**config.mk**
```make
export PLATFORM = sky130hd
export DESIGN_NAME = fabric_loader
export DESIGN_NICKNAME = d
export VERILOG_FILES = /design/src/rtl/fabric_loader_pkg.sv /design/src/rtl/fabric_loader_fifo.sv /design/src/rtl/fabric_loader.sv
export SDC_FILE = /design/constraint.sdc
export NUM_CORES = 1
export LEC_CHECK = 0
export CAP_MARGIN = 20
export CORE_UTILIZATION = 53
export DETAILED_ROUTE_END_ITERATION = 8
export GPL_TIMING_DRIVEN = 0
export PLACE_DENSITY = 0.79
export SLEW_MARGIN = 10
export SYNTH_ARGS = -nofsm -noshare
export SYNTH_HDL_FRONTEND = slang
export SYNTH_SLANG_ARGS = --single-unit
```
**constraint.sdc**
```tcl
create_clock -name clk -period 3.4 [get_ports clk]
set_input_delay 0.85 -clock clk [delete_from_list [all_inputs] [get_ports clk]]
set_output_delay 0.85 -clock clk [all_outputs]
set_load 0.02 [all_outputs]
```
**src/rtl/fabric_loader_pkg.sv**
```systemverilog
// fabric_loader shared types: instruction packet, FSM state, row geometry.
// Optional watchdog macro: FABRIC_LOADER_TIMEOUT_EN.
package fabric_loader_pkg;

  localparam int ROWS             = 2;
  localparam int INSTR_DATA_WIDTH = 32;
  localparam int INSTR_ADDR_WIDTH = 4;
  localparam int INSTR_HOPS_WIDTH = 4;
  localparam int ROW_W = (ROWS > 1) ? $clog2(ROWS) : 1;

  typedef struct packed {
    logic [ROW_W-1:0]            row;
    logic [INSTR_ADDR_WIDTH-1:0] addr;
    logic [INSTR_HOPS_WIDTH-1:0] hops;
    logic [INSTR_DATA_WIDTH-1:0] data;
  } instr_pkt_t;

  typedef enum logic [1:0] {
    IDLE = 2'd0,
    CALL = 2'd1,
    WAIT = 2'd2
  } loader_state_e;

endpackage

```
**src/rtl/fabric_loader_fifo.sv**
```systemverilog
// fabric_loader instruction buffer: synchronous FIFO of instr_pkt_t.
// Optional watchdog macro (top only): FABRIC_LOADER_TIMEOUT_EN.
module fabric_loader_fifo
  import fabric_loader_pkg::*;
#(
  parameter int DEPTH = 4
) (
  input  logic                       clk,
  input  logic                       rst_n,
  input  logic                       push,
  input  instr_pkt_t                 wdata,
  input  logic                       pop,
  output instr_pkt_t                 rdata,
  output logic                       full,
  output logic                       empty,
  output logic [$clog2(DEPTH):0]     count
);

  localparam int PW = $clog2(DEPTH);

  instr_pkt_t    mem [DEPTH];
  logic [PW-1:0] wr_ptr;
  logic [PW-1:0] rd_ptr;

  assign rdata = mem[rd_ptr];
  assign full  = (count == (PW+1)'(DEPTH));
  assign empty = (count == '0);

  always_ff @(posedge clk) begin
    if (push) begin
      mem[wr_ptr] <= wdata;
    end
  end

  // pointers wrap for free since DEPTH is a power of two
  always_ff @(posedge clk) begin
    if (!rst_n) begin
      wr_ptr <= '0;
      rd_ptr <= '0;
      count  <= '0;
    end else begin
      if (push) wr_ptr <= wr_ptr + 1'b1;
      if (pop)  rd_ptr <= rd_ptr + 1'b1;
      unique case ({push, pop})
        2'b10:   count <= count + 1'b1;
        2'b01:   count <= count - 1'b1;
        default: count <= count;
      endcase
    end
  end

endmodule

```
**src/rtl/fabric_loader.sv**
```systemverilog
// fabric_loader: buffers host instructions, steers them to rows, launches call/ret.
// Optional watchdog macro: FABRIC_LOADER_TIMEOUT_EN.
module fabric_loader
  import fabric_loader_pkg::*;
#(
  parameter int FIFO_DEPTH     = 4,
  parameter int TIMEOUT_CYCLES = 1024
) (
  input  logic                               clk,
  input  logic                               rst_n,
  input  logic                               in_valid,
  output logic                               in_ready,
  input  logic [ROW_W-1:0]                   in_row,
  input  logic [INSTR_ADDR_WIDTH-1:0]        in_addr,
  input  logic [INSTR_HOPS_WIDTH-1:0]        in_hops,
  input  logic [INSTR_DATA_WIDTH-1:0]        in_data,
  input  logic                               start_valid,
  output logic                               start_ready,
  input  logic [ROWS-1:0]                    start_mask,
  output logic                               busy,
  output logic                               done,
  output logic                               timeout_err,
  output logic [ROWS-1:0]                    call,
  input  logic [ROWS-1:0]                    ret,
  output logic [ROWS*INSTR_DATA_WIDTH-1:0]   instr_data_in,
  output logic [ROWS*INSTR_ADDR_WIDTH-1:0]   instr_addr_in,
  output logic [ROWS*INSTR_HOPS_WIDTH-1:0]   instr_hops_in,
  output logic [ROWS-1:0]                    instr_en_in
);

  loader_state_e state_q, state_d;

  instr_pkt_t                  pkt_in;
  instr_pkt_t                  pkt_out;
  logic                        push;
  logic                        pop;
  logic                        full;
  logic                        empty;
  logic [$clog2(FIFO_DEPTH):0] count;

  logic [ROWS-1:0] mask_q;
  logic            settled_q;
  logic            done_q;
  logic            start_fire;
  logic            ret_ok;
  logic            wd_expired;

  assign pkt_in = '{row: in_row, addr: in_addr,
                    hops: in_hops, data: in_data};

  assign in_ready = rst_n && !full;
  assign push     = in_valid && in_ready;
  assign pop      = !empty;

  fabric_loader_fifo #(
    .DEPTH (FIFO_DEPTH)
  ) u_fifo (
    .clk   (clk),
    .rst_n (rst_n),
    .push  (push),
    .wdata (pkt_in),
    .pop   (pop),
    .rdata (pkt_out),
    .full  (full),
    .empty (empty),
    .count (count)
  );

  // row demux: one strobe per popped entry, idle rows read zero
  always_ff @(posedge clk) begin
    if (!rst_n) begin
      instr_en_in   <= '0;
      instr_data_in <= '0;
      instr_addr_in <= '0;
      instr_hops_in <= '0;
    end else begin
      instr_en_in   <= '0;
      instr_data_in <= '0;
      instr_addr_in <= '0;
      instr_hops_in <= '0;
      if (pop) begin
        instr_en_in[pkt_out.row] <= 1'b1;
        instr_data_in[pkt_out.row*INSTR_DATA_WIDTH +: INSTR_DATA_WIDTH]
          <= pkt_out.data;
        instr_addr_in[pkt_out.row*INSTR_ADDR_WIDTH +: INSTR_ADDR_WIDTH]
          <= pkt_out.addr;
        instr_hops_in[pkt_out.row*INSTR_HOPS_WIDTH +: INSTR_HOPS_WIDTH]
          <= pkt_out.hops;
      end
    end
  end

  assign start_fire = start_valid && start_ready;
  assign ret_ok     = (state_q == WAIT) && settled_q &&
                      ((ret & mask_q) == mask_q);

  always_ff @(posedge clk) begin
    if (!rst_n) begin
      state_q <= IDLE;
    end else begin
      state_q <= state_d;
    end
  end

  always_comb begin
    state_d = state_q;
    unique case (state_q)
      IDLE:    if (start_fire && start_mask != '0) state_d = CALL;
      CALL:    state_d = WAIT;
      WAIT:    if (ret_ok || wd_expired) state_d = IDLE;
      default: state_d = IDLE;
    endcase
  end

  // start waits until every buffered word has reached its row
  always_comb begin
    start_ready = rst_n && (state_q == IDLE) && (count == '0) &&
                  !(|instr_en_in) && !in_valid;
    call        = (rst_n && state_q == CALL) ? mask_q : '0;
    busy        = rst_n && ((state_q != IDLE) || !empty);
  end

  always_ff @(posedge clk) begin
    if (!rst_n) begin
      mask_q    <= '0;
      settled_q <= 1'b0;
      done_q    <= 1'b0;
    end else begin
      if (start_fire) mask_q <= start_mask;
      settled_q <= (state_q == WAIT);
      done_q    <= (start_fire && start_mask == '0) ||
                   ret_ok || wd_expired;
    end
  end

  assign done = done_q;

`ifdef FABRIC_LOADER_TIMEOUT_EN
  localparam int CW = $clog2(TIMEOUT_CYCLES + 1);

  logic [CW-1:0] wd_cnt;
  logic          err_q;

  // wd_cnt holds the 1-based index of the current WAIT cycle
  always_ff @(posedge clk) begin
    if (!rst_n) begin
      wd_cnt <= '0;
      err_q  <= 1'b0;
    end else begin
      if (state_q == CALL)      wd_cnt <= CW'(1);
      else if (state_q == WAIT) wd_cnt <= wd_cnt + 1'b1;
      if (wd_expired) err_q <= 1'b1;
    end
  end

  assign wd_expired  = (state_q == WAIT) && !ret_ok &&
                       (wd_cnt == CW'(TIMEOUT_CYCLES));
  assign timeout_err = err_q;
`else
  logic unused_timeout;

  assign unused_timeout = ^TIMEOUT_CYCLES;
  assign wd_expired     = 1'b0;
  assign timeout_err    = 1'b0;
`endif

endmodule
```
==> results of run 1 <==
==> repair_timing <==
action | in CTS | in global routing
gates resized for setup | 6 | 0
buffers inserted | 0 | 0
setup endpoints to repair | 5 | 0
==> state kept, by name (all words and copies together) (netlist names), named ones only <==
register       cells
u_fifo.mem       164
instr_data_in     64
state_q            2
instr_en_in        2
instr_hops_in      8
settled_q          1
u_fifo.count       3
u_fifo.wr_ptr      2
instr_addr_in      8
done               1
mask_q             2
u_fifo.rd_ptr      2
==> worst paths after layout <==
kind              cells past startpoint  slack, ps             from              end
setup / recovery                      4        100            rst_n          call[1]
hold / removal                        2        500        mask_q[1]        mask_q[1]
setup reg to reg                      9        900  u_fifo.count[0]  u_fifo.count[2]
hold reg to reg                       2        500        mask_q[1]        mask_q[1]
==> through the flow <==
stage	total power, mW	worst slack [ps]	hold WS (ps)	area (sq um)
3_3_place_gp	5.85	-954	457	10500
5_1_grt	9.19	50.4	520	11500
6_report	8.85	102	501	11500
3_5_place_dp	5.95	-160	492	10600
4_1_cts	8.92	109	500	11500
2_1_floorplan	5.12	479	447	8880
==> report_power, final <==
part / total [mW] / switching, mW / internal, mW
Clock: 2.96 / 1.16 / 1.80
Combinational: 2.03 / 1.04 / 0.987
Sequential: 3.86 / 0.125 / 3.73
==> worst reg2reg max path, stage by stage, from the launching register on <==
cell and delay (ps):
dfxtp_1 420, nor2_1 100, a211oi_1 700, inv_1 110, ha_1 260, inv_1 70, fa_1 180, xor2_1 100
or3_1 330, a21oi_1 150
==> area by class of cell <==
class	count	share of cell area
buffer	21	0.0109
clock buffer	34	0.0654
clock inverter	14	0.0143
inverter	12	0.00391
multi-input combinational	182	0.162
sequential	261	0.596
tap	216	0.0234
timing repair buffer	140	0.125
==> layout by cell type, fill, tap and decap left out, drive strengths merged <==
cell           netlist  routed
clkinv               0       8
a31oi                1       1
inv                 12      12
nand2                6       6
mux2i                4       4
o21a                 1       1
nand3                1       1
nor2                11      11
o32ai                1       1
a211oi               1       1
a21oi                4       4
nor3                 2       2
and3                 3       3
nor3b                2       2
nand4                2       2
nor2b               41      41
dlygate4sd2          0       3
or3                  1       1
fa                   1       1
conb                 1       1
o31ai                1       1
mux4                41      41
bufinv               0       3
buf                 17      21
and2                44      44
clkdlybuf4s50        0     133
edfxtp             164     164
clkbuf               4      38
nor4b                1       1
clkinvlp             0       3
dfxtp               97      97
xor2                 3       3
nand2b               3       3
o21ai                1       1
ha                   5       5
==> per-layer routing <==
layer | wire (um) | part of all wire | GRT usage
met4 | 463 | 0.026 | 0.0840
met1 | 6920 | 0.39 | 0.252
met2 | 9110 | 0.52 | 0.366
met5 | 0 | 0 | 0
met3 | 1030 | 0.059 | 0.0413
==> logic make-up after synthesis <==
| family | Yosys count | share of synthesized area |
|---|---|---|
| flops | 261 | 0.773 |
| simple gates | 117 | 0.0796 |
| mux | 45 | 0.108 |
| buf+inv | 33 | 0.0190 |
| compound gates | 10 | 0.00705 |
| fa+ha+maj | 6 | 0.00930 |
| xor+xnor | 3 | 0.00296 |
| other cells | 1 | 0.000422 |
==> impl_metrics.ini, run 1 <==
[status]
outcome = completed

[cells_and_area]
fillCellCount = 972
multi_input_area_sq_mm = 0.00187
seq_area_sq_mm = 0.00687
final_core_util = 0.715
syn_to_final_growth_pct = 29.8
stdcell_count = 880
n_antenna_cell = 0
nets = 699
layout-drive-gt1-share = 0.164

[cts]
cts_sinks = 261
cts_buffer_depth = 3
cts_made_buffers = 26
cts_hold_buf = 0
path_clk_slew_ps = 60
cts_root_buffer = clkbuf_16
htreeDepth = 1
cts_tree = yes
clk_latency_ps = 530

[setup_path]
critPathRequiredTime_ps = 2550
crit_family = buffers and inverters
critPathCaptureType = primary output
startpoint_type = input port
critPathMaxFanout = 10
crit_type = input port to primary output
crit_buf_inv = 3
crit_arrival_ps = 2450
crit_chain = clkdlybuf4s50_1 > clkbuf_2 > and3_1 > clkdlybuf4s50_1
cpMostUsedCell = clkdlybuf4s50_1
cp_slowest_cell = clkdlybuf4s50_1
slowest_delay_ps = 600

[logic_synthesis]
yosysTopAreaCell = edfxtp_1
yosys-top-cells-count = edfxtp_1, dfxtp_1, and2_1
synthDistinctLibCells = 35
syn_inst = 476
ys_async_sr_fraction = 0
synth.net_count = 531
synth_edf_count = 164
ys.flop_type = edfxtp_1
synth_area_sq_mm = 0.00888
synth_top_cells_by_area = edfxtp_1, dfxtp_1, mux4_2, and2_1, nor2b_1
synth_top_area_share = 0.555
synth_most_common_cell = edfxtp_1
yosys_register_bits = 261
ys_warn_count = 0
seq_area_frac_synth = 0.773
syn_avg_cell_area_sq_um = 18.7

[global_route]
gr-total-overflow = 0
grt_first_pass_wirelength_um = 27000
grt_antenna_before_repair = 0
grt_pass1_vias = 4951
grt_usage = 0.208
grt_max_degree = 28

[sta]
drv_slew = 0
worst_pin_slew_ps = 802
min_period_ps = 3300
min_period_over_period = 0.970
max_slew_margin = 0.462
hold_viol = 0
setup_viol = 0
tns_ps = 0
clock_skew_ps = 15.3
rsz0062_at_grt = no
max_freq_ghz = 0.303

[power]
p_leak_nw = 3.98
ir_drop_uv = 540
power.density_mw_per_mm2 = 767

[floorplanning]
coreArea_sq_mm = 0.0161
rows = 46
chipHeight_um = 131
fp.dieW_um = 131
io_pins = 138
start_util = 0.551
dieArea_sq_mm = 0.0173

[min_path]
hold_path_class = flip-flop to flip-flop

[placement]
place_congestion = 0.747
place_hpwl_um = 11100
dp_cells = 832
numPortBuffers = 136

[flow_run]
cap_violations = 0

[route]
first_pass_iters = 4
drc_errors = 0
vias = 4631
drt-total-wl_um = 17500
routedWlPerCell_um = 19.9
antenna_left = 0
via_per_inst = 5.26
drt_iter0_drc = 279
Power figures use the tool's default switching activity.
==> inputs of run 2 (changes only) <==
- CORE_UTILIZATION: 53 -> 55
- DONT_BUFFER_PORTS: default -> 1
- PLACE_DENSITY: 0.79 -> 0.7
==> impl_metrics.ini, run 2 (synthesis gave the netlist of run 1 again) <==
[cells_and_area]
layout_commonest_cell = edfxtp_1
largest_register_ff_count = 164
largest-register = u_fifo.mem
reg.largest.list = u_fifo.mem (164), instr_data_in (64)
final_core_util = 0.636
final_cell_mix = edfxtp_1, dfxtp_1, nor2b_1, mux4_2, and2_1
stdcell_count = 741
n_antenna_cell = 0
layout-drive-gt1-share = 0.190
nets = 562
fillCellCount = 1090
final_cell_area_sq_mm = 0.0101
syn_to_final_growth_pct = 13.3

[route]
drt-total-wl_um = 15300
vias = 4031
via_per_inst = 5.44
drt_iter0_drc = 176
routedWlPerCell_um = 20.6
first_pass_iters = 4
antenna_left = 0
drc_errors = 0

[sta]
min_period_over_period = 0.757
setup_viol = 0
max_freq_ghz = 0.389
max_slew_margin = 0.428
rsz0062_at_grt = no
layout_setup_ws_ps = 827
drv_slew = 0
hold_viol = 0
fin_hold_ws_ps = 439
min_period_ps = 2570
clock_skew_ps = 8.13
worst_pin_slew_ps = 852
tns_ps = 0

[setup_path]
slowest_delay_ps = 740
cp_slowest_cell = a211oi_1
startpoint_type = flip-flop
ff2ff_setup_slack_ps = 830
crit_buf_inv = 1
crit_chain = nor2_1 > a211oi_1 > and2_2 > buf_12
crit_type = flip-flop to flip-flop
reg2reg_depth = 4
critPathRequiredTime_ps = 3600
crit_arrival_ps = 2770
critPathCaptureType = flip-flop
r2r-end = u_fifo.mem[2][20]
crit_family = simple AND/OR/NAND/NOR gates
r2r_start = u_fifo.count[0]
critPathMaxFanout = 23

[status]
outcome = completed

[floorplanning]
io_pins = 138
chipHeight_um = 129
rows = 46
dieArea_sq_mm = 0.0167
start_util = 0.561
coreArea_sq_mm = 0.0158
fp.dieW_um = 129

[global_route]
grt.met1_usage = 0.222
grt_max_degree = 24
gr-total-overflow = 0
grt_usage = 0.187
use_met3 = 0.0557
gr-max-usage-layer = met2
grt_first_pass_wirelength_um = 22700
use_met2 = 0.327
grt_pass1_vias = 4204
grt_antenna_before_repair = 0

[cts]
cts_buffer_depth = 3
cts_setup_buffers = 0
clk_latency_ps = 500
cts_made_buffers = 25
cts_root_buffer = clkbuf_16
path_clk_slew_ps = 60
ctsResizeCount = 0
htreeDepth = 1
cts_hold_buf = 0
cts_sinks = 261
cts_tree = yes

[power]
power.density_mw_per_mm2 = 804
p_leak_nw = 3.43
ir_drop_uv = 569
fin_total_pwr_mw = 8.08

[flow_run]
cap_violations = 0

[min_path]
whs_path_depth = 0
hold_path_class = input port to flip-flop
whs_endpoint = u_fifo.mem[1][19]
worstHoldStart = in_data[19]

[placement]
place_congestion = 0.762
place_ws_ps = 445
place_hpwl_um = 9860
dp_cells = 696
post_dp_cell_area_sq_mm = 0.00924
numPortBuffers = 0
-- run 2: cell count changes in the layout (fill, tap and decap cells not counted), sizes merged --
cell | previous run | this run
dlygate4sd2 | 3 | 0
clkinv | 8 | 2
bufinv | 3 | 2
clkbuf | 38 | 44
clkdlybuf4s50 | 133 | 0
inv | 12 | 13
clkinvlp | 3 | 0
-- run 2: power breakdown --
group / switching, mW / total (mW) / internal (mW) / leakage [nW]
Sequential: 0.390 / 4.13 / 3.74 / 2.28
Combinational: 0.649 / 1.25 / 0.601 / 0.754
Clock: 1.07 / 2.71 / 1.64 / 0.400
-- run 2: worst reg2reg max path, delay by kind of cell (launching register included) --
| kind | cells | cell delay [ps] |
|---|---|---|
| buffers and inverters | 1 | 270 |
| DFF | 1 | 420 |
| and+or+nand+nor | 2 | 830 |
| AOI/OAI and AO/OA | 1 | 740 |
-- run 2: worst max-delay path by stage --
stage / slack (ps) / depth (start not counted) / from / end
after detailed placement: 440 / 4 / rst_n / u_fifo.mem[3][5]
after floorplan: 480 / 3 / rst_n / u_fifo.mem[1][0]
after global placement: -450 / 3 / rst_n / u_fifo.mem[3][1]
after global routing: 660 / 4 / u_fifo.count[0] / u_fifo.mem[0][20]
after CTS: 800 / 4 / u_fifo.count[0] / u_fifo.mem[3][24]
final: 830 / 4 / u_fifo.count[0] / u_fifo.mem[2][20]
-- run 2: area by class of cell --
class	count	area, sq um	area share
multi-input cells	182	1850	0.184
well taps	216	270	0.0269
inverters	12	45.0	0.00448
repair buffers	4	87.6	0.00871
clock buffers	40	742	0.0737
plain buffers	21	124	0.0123
clock inverters	5	75.1	0.00746
flip-flops and latches	261	6870	0.683
-- run 2: per-layer routing --
layer  wire length [um]  share of wire  vias up
met5                  0              0        -
met4                384          0.025        0
met3               1000          0.065       26
met2               7760           0.51      130
met1               6120           0.40     2064
li1                   -              -     1811
==> inputs of run 3 (changes only) <==
- clock period: 3.4 -> 2.53 ns (I/O delays scaled with it)
==> impl_metrics.ini, run 3 (synthesis gave the netlist of run 1 again) <==
[status]
outcome = completed

[cts]
cts_made_buffers = 26
cts_root_buffer = clkbuf_16
cts_sinks = 261
htreeDepth = 1
cts_hold_buf = 0
cts_tree = yes
clk_latency_ps = 510
cts_buffer_depth = 3
ctsResizeCount = 1
path_clk_slew_ps = 60
cts_setup_buffers = 0

[global_route]
gr-total-overflow = 0
grt_max_degree = 29
grt_pass1_vias = 4177
grt_usage = 0.190
grt_antenna_before_repair = 0
grt_first_pass_wirelength_um = 23100

[route]
via_per_inst = 5.42
drc_errors = 0
vias = 4032
drt-total-wl_um = 15000
first_pass_iters = 4
routedWlPerCell_um = 20.2
antenna_left = 0
drt_iter0_drc = 178

[flow_run]
cap_violations = 0

[floorplanning]
chipHeight_um = 129
start_util = 0.561
dieArea_sq_mm = 0.0167
fp.dieW_um = 129
io_pins = 138
coreArea_sq_mm = 0.0158
rows = 46

[setup_path]
critPathMaxFanout = 6
crit_arrival_ps = 1670
critPathCaptureType = primary output
critPathRequiredTime_ps = 1900
startpoint_type = flip-flop
crit_type = flip-flop to primary output

[cells_and_area]
largest-register = u_fifo.mem
reg.largest.list = u_fifo.mem (164), instr_data_in (64)
layout-drive-gt1-share = 0.193
layout_commonest_cell = edfxtp_1
nets = 563
n_antenna_cell = 0
fillCellCount = 1079
stdcell_count = 744
seq_area_sq_mm = 0.00687
largest_register_ff_count = 164
syn_to_final_growth_pct = 13.2
multi_input_area_sq_mm = 0.00186
final_cell_mix = edfxtp_1, dfxtp_1, nor2b_1, mux4_2, and2_1
final_core_util = 0.635

[sta]
max_slew_margin = 0.579
clock_skew_ps = 13.2
hold_viol = 0
max_freq_ghz = 0.434
rsz0062_at_grt = no
tns_ps = 0
worst_pin_slew_ps = 631
min_period_ps = 2300
min_period_over_period = 0.911
drv_slew = 0
setup_viol = 0

[placement]
numPortBuffers = 0
place_congestion = 0.770
place_hpwl_um = 9460
dp_cells = 696

[power]
p_leak_nw = 3.42
fin_total_pwr_mw = 10.8
ir_drop_uv = 716
power.density_mw_per_mm2 = 1070

[min_path]
hold_path_class = input port to flip-flop
## run 3: final timing paths
path,from,depth (start not counted),slack (ps),end
max,u_fifo.count[2],2,230,start_ready
min,in_data[20],0,210,u_fifo.mem[1][20]
max reg2reg,u_fifo.count[0],4,270,u_fifo.mem[1][31]
min reg2reg,mask_q[1],2,490,mask_q[1]
## run 3: metal layers
layer,up-vias,routed length (um),track usage
met2,138,7540,0.326
met4,0,310,0.0484
met1,2053,6050,0.235
li1,1813,-,-
met3,28,1120,0.0619
met5,-,0,0
## run 3: power by group
part / internal, mW / switching (mW) / leakage (nW) / total, mW
clock: 2.07 / 1.47 / 0.392 / 3.54
combinational: 0.809 / 0.861 / 0.752 / 1.67
sequential: 5.02 / 0.524 / 2.28 / 5.55
total: 7.91 / 2.85 / 3.42 / 10.8
## run 3: metrics by stage
stage	setup slack [ps]	hold WS, ps	instance area (sq um)
after floorplan	234	447	8890
after global placement	-317	462	9160
after detailed placement	-230	485	9240
after CTS	192	187	10100
after global routing	104	182	10100
final	226	209	10100
## run 3: cell type report
cell class | count | share of cell area
clock inverters | 11 | 0.00572
well taps | 216 | 0.0269
repair buffers | 4 | 0.00797
inverters | 12 | 0.00448
clock buffers | 37 | 0.0750
multi-input cells | 182 | 0.185
flip-flops and latches | 261 | 0.683
plain buffers | 21 | 0.0123
## run 3: worst max-delay path, stage by stage, from the launching register on
cell and delay [ps]:
dfxtp_1 360, nor3_2 440, and3_1 350
